[src/rtl/broadcast_if.sv]
// Handshake bundle for the broadcast fan-out stage: one producer-side word port
// and N consumer lanes that share a single data bus.
interface broadcast_if #(
    parameter int N = 2,
    parameter int W = 16
);
    logic         arg_stb;
    logic [W-1:0] arg_dat;
    logic [N-1:0] arg_msk;
    logic         arg_rdy;
    logic [N-1:0] res_stb;
    logic [W-1:0] res_dat;
    logic [N-1:0] res_rdy;

    // The master is the environment: it produces words and consumes the lanes.
    modport master (
        output arg_stb, arg_dat, arg_msk, res_rdy,
        input  arg_rdy, res_stb, res_dat
    );

    modport slave (
        input  arg_stb, arg_dat, arg_msk, res_rdy,
        output arg_rdy, res_stb, res_dat
    );
endinterface

[src/rtl/broadcast.sv]
// One-to-N fan-out: holds an accepted word until every lane in its mask has
// taken it, then frees itself for the next word.
module broadcast #(
    parameter int N = 2,
    parameter int W = 16
) (
    input  logic      clk,
    input  logic      rst,
    broadcast_if.slave bus
);
    localparam logic [0:0] IDLE = 1'b0;
    localparam logic [0:0] BUSY = 1'b1;

    logic [0:0]   state;
    logic [N-1:0] pend;
    logic [W-1:0] data;
    logic         done;
    logic         accept;

    // done looks ahead at this edge's handshakes so a new word can follow with no bubble.
    assign done   = ((pend & ~bus.res_rdy) == '0);
    assign bus.arg_rdy = (state == IDLE) | ((state == BUSY) & done);
    assign accept = bus.arg_stb & bus.arg_rdy;

    assign bus.res_stb = pend;
    assign bus.res_dat = data;

    always_ff @(posedge clk or negedge rst) begin
        if (!rst) begin
            state <= IDLE;
            pend  <= '0;
            data  <= '0;
        end else if (accept) begin
            data  <= bus.arg_dat;
            pend  <= bus.arg_msk;
            state <= (bus.arg_msk != '0) ? BUSY : IDLE;
        end else begin
            pend <= pend & ~bus.res_rdy;
            if ((state == BUSY) && done) begin
                state <= IDLE;
            end
        end
    end
endmodule
[src/flat_wrapper.sv]
// flat-port wrapper written by rule: the top's interface ports become plain ports
module broadcast_flat 
#(
    parameter int N = 2,
    parameter int W = 16
)
  (clk, rst, bus_arg_stb, bus_arg_dat, bus_arg_msk, bus_res_rdy, bus_arg_rdy, bus_res_stb, bus_res_dat);
  broadcast_if #(.N(N), .W(W)) bus_i ();
  input  logic clk;
  input  logic rst;
  input wire logic [$bits(bus_i.arg_stb)-1:0] bus_arg_stb;
  input wire logic [$bits(bus_i.arg_dat)-1:0] bus_arg_dat;
  input wire logic [$bits(bus_i.arg_msk)-1:0] bus_arg_msk;
  input wire logic [$bits(bus_i.res_rdy)-1:0] bus_res_rdy;
  output wire logic [$bits(bus_i.arg_rdy)-1:0] bus_arg_rdy;
  output wire logic [$bits(bus_i.res_stb)-1:0] bus_res_stb;
  output wire logic [$bits(bus_i.res_dat)-1:0] bus_res_dat;
  assign bus_i.arg_stb = bus_arg_stb;
  assign bus_i.arg_dat = bus_arg_dat;
  assign bus_i.arg_msk = bus_arg_msk;
  assign bus_i.res_rdy = bus_res_rdy;
  assign bus_arg_rdy = bus_i.arg_rdy;
  assign bus_res_stb = bus_i.res_stb;
  assign bus_res_dat = bus_i.res_dat;
  broadcast #(.N(N), .W(W)) u_core (.clk(clk), .rst(rst), .bus(bus_i));
endmodule
[config.mk]
export PLATFORM = sky130hd
export DESIGN_NAME = broadcast_flat
export DESIGN_NICKNAME = d
export VERILOG_FILES = /design/src/rtl/broadcast_if.sv /design/src/rtl/broadcast.sv /design/src/flat_wrapper.sv
export SDC_FILE = /design/constraint.sdc
export NUM_CORES = 1
export LEC_CHECK = 0
export CORE_MARGIN = 5
export CORE_UTILIZATION = 39
export DETAILED_ROUTE_END_ITERATION = 6
export PLACE_DENSITY_LB_ADDON = 0.3
export SYNTH_ARGS = -nofsm -noshare
export SYNTH_HDL_FRONTEND = slang
export SYNTH_SLANG_ARGS = --single-unit
[constraint.sdc]
create_clock -name clk -period 1.25 [get_ports clk]
set_input_delay 0.25 -clock clk [delete_from_list [all_inputs] [get_ports clk]]
set_output_delay 0.25 -clock clk [all_outputs]
set_load 0.005 [all_outputs]
==> flow_summary.json <==
{
  "critPathMaxFanout": 2,
  "synthDistinctLibCells": 13,
  "ys_ff_latch": 19,
  "postPlaceCellArea_mm2": 0.00133,
  "dieWidth_um": 56.4,
  "leakagePower_nw": 0.672,
  "fillCellCount": 177,
  "grt_max_degree": 20,
  "ant_nets": 0,
  "die_h_um": 56.4,
  "path_delay_family": "buffers and inverters",
  "synth_top_area_cell": "dfrtp_1",
  "crit_slowest_cell": "clkdlybuf4s50_1",
  "initial_core_util_pct": 42.0,
  "wl_per_cell_um": 14.2,
  "outcome": "finished, violations left",
  "path_depth": 5,
  "fp.coreArea_mm2": 0.00200,
  "post-place-ws_ns": -0.584,
  "power_per_cell_area_mw_per_mm2": 1080,
  "finalHoldViolations": 0,
  "period_share_pct": 114,
  "drt_first_pass_iters": 4,
  "yosysTopAreaCellShare_pct": 56.5,
  "grt_overflow": 0,
  "synthToLayoutAreaGrowth_pct": 65.9,
  "wl_met3_um": 165,
  "rsz0062_at_grt": "true",
  "ys_seq_area_share_pct": 56.5,
  "route.detailed.drc": 0,
  "worst_slew_pin_slew_ns": 0.241,
  "dieArea_mm2": 0.00318,
  "required_ns": 1.00,
  "fin_skew_ns": 0.00331,
  "via_per_inst": 5.05,
  "port_buffers": 41,
  "nNetsFinal": 162,
  "finalCoreUtilization_pct": 69.7,
  "yosys_warnings": 0,
  "cp-end-kind": "output port",
  "setup_viol": 5,
  "startpoint_type": "input pin",
  "worstHoldPathType": "input pin to asynchronous set/reset pin",
  "place_congestion": 0.737,
  "num_vias": 834,
  "met2_length_um": 1210,
  "dp.cells": 156,
  "finalCriticalPeriod_ns": 1.43,
  "path_clk_slew_ns": 0.11,
  "cts_buffer_depth": 2,
  "tritoncts": "done",
  "design_area_mm2": 0.00140,
  "avgSynthCellArea_um2": 10.0,
  "drv_cap": 0,
  "synth.area.top_cells": "dfrtp_1 57%, nand2_1 15%, o22ai_1 12%",
  "antenna_found_initial": 0,
  "cp_slowest_stage_delay_ns": 0.50,
  "reg2regPathDepth": 5,
  "critPathBufInv": 3,
  "grt_pass1_vias": 903,
  "clkLatencyLatePin_ns": 0.28,
  "wl_met1_um": 948,
  "violations": "setup timing",
  "vdd_drop_max_v": 0.000676,
  "ioPinCount": 42,
  "rows": 16,
  "place_hpwl_um": 1750,
  "grt_usage_pct": 15.9,
  "r2r_slack_ns": 0,
  "relSlewSlack_pct": 84.0,
  "worst-setup-path-type": "input pin to output port",
  "root_buffer": "clkbuf_4",
  "h-tree-depth": 1,
  "wl_um": 2340,
  "worstReg2RegEnd": "u_core.bus.res_dat[2]",
  "cp_data_arrival_time_ns": 1.18,
  "reg2reg_from": "u_core.bus.res_stb[0]",
  "routed.top_layer": "met4",
  "drive_above_1_share_pct": 20.3,
  "drtIter0Drc": 16,
  "grt_pass1_wl_um": 4040,
  "path_cells": "clkdlybuf4s50_1 -> nor2b_4 -> o21a_1 -> inv_4 -> buf_6",
  "syn-cell-area_um2": 841,
  "fin_cells": 165,
  "slew_viol_final": 0,
  "cts_buffers": 3,
  "cts_sinks": 19,
  "synthCells": 84,
  "hold_buffers": 0,
  "synth_nets": 107,
  "setup_ws_ns": -0.176,
  "antennaDiodeCount": 0,
  "clock.fmax_mhz": 701,
  "whs_ns": 0.290
}
kinds of logic (layout without fill, tap and decap cells):
family	count (synthesis)	after routing	synth area share [%]
simple gates	37	37	21.0
flops	19	19	56.5
buf+inv	8	62	6.70
compound gates	20	20	15.8
final cells by class:
cell class | instances | area (um2) | share of cell area [%]
clock inverter | 1 | 5.00 | 0.359
multi-input combinational | 57 | 328 | 23.5
inverter | 1 | 6.26 | 0.448
tap | 27 | 33.8 | 2.42
clock buffer | 3 | 22.5 | 1.61
sequential | 19 | 475 | 34.1
timing repair buffer | 57 | 524 | 37.6
Yosys cell counts:
cell type	number
o21a_1	1
buf_2	4
o22ai_1	16
a32o_1	2
buf_6	2
nor2b_4	2
dfrtp_1	19
inv_4	1
nand2_1	33
buf_4	1
nor3b_4	1
o21ai_0	1
nand2b_1	1
how the worst max path moves through the flow:
stage	from	end	slack, ns
detailed placement	bus_res_rdy[0]	bus_arg_rdy	-0.58
global route	u_core.bus.res_stb[1]	bus_arg_rdy	-0.26
CTS	u_core.bus.res_stb[1]	bus_arg_rdy	-0.20
floorplan	u_core.bus.res_stb[0]	u_core.bus.res_stb[0]	0.07
global placement	bus_res_rdy[0]	bus_arg_rdy	-0.56
finish	bus_res_rdy[0]	bus_arg_rdy	-0.18
worst reg2reg max path: stages, from the launching register on:
cell	delay (ns)
dfrtp_1	0.39
nor2b_4	0.13
buf_4	0.14
nor3b_4	0.22
buf_12	0.17
o22ai_1	0.08
stage by stage:
stage / power [mW] / TNS [ns]
2_1_floorplan: 0.923 / 0
3_3_place_gp: 1.22 / -5.44
3_5_place_dp: 1.24 / -6.29
4_1_cts: 1.51 / -0.199
5_1_grt: 1.61 / -1.48
6_report: 1.51 / -0.193
sequential cells by signal (all words and copies together) (netlist names):
name / count
u_core.bus.res_dat: 16
u_core.bus.res_stb: 2
u_core.state: 1
cell usage in the layout (no fill, tap or decap), drive strengths merged:
cell	count
nor2b	2
a32o	2
nor3b	1
clkbuf	3
clkinv	1
o21ai	1
o22ai	16
clkdlybuf4s15	2
dlygate4sd2	16
inv	1
nand2b	1
clkdlybuf4s50	22
dfrtp	19
nand2	33
o21a	1
buf	17
power by group:
group          leakage (nW)  switching, mW  total, mW  internal (mW)
Sequential            0.236         0.0408      0.735          0.694
Combinational         0.418          0.193      0.475          0.282
Clock                0.0177          0.178      0.297          0.119
Total                 0.672          0.412       1.51           1.09
layer usage:
metal | vias up | GRT usage [%]
met5 | - | 0
met4 | 0 | 5.08
met3 | 2 | 3.90
met2 | 34 | 28.2
met1 | 400 | 18.7
li1 | 398 | -
what timing repair did:
item	CTS	global route
setup endpoints to repair	24	23
cloned	0	0
resized for setup	24	4
setup buffers	6	2
pin swaps	2	2
Note: power is estimated with default switching activity, not from simulation.
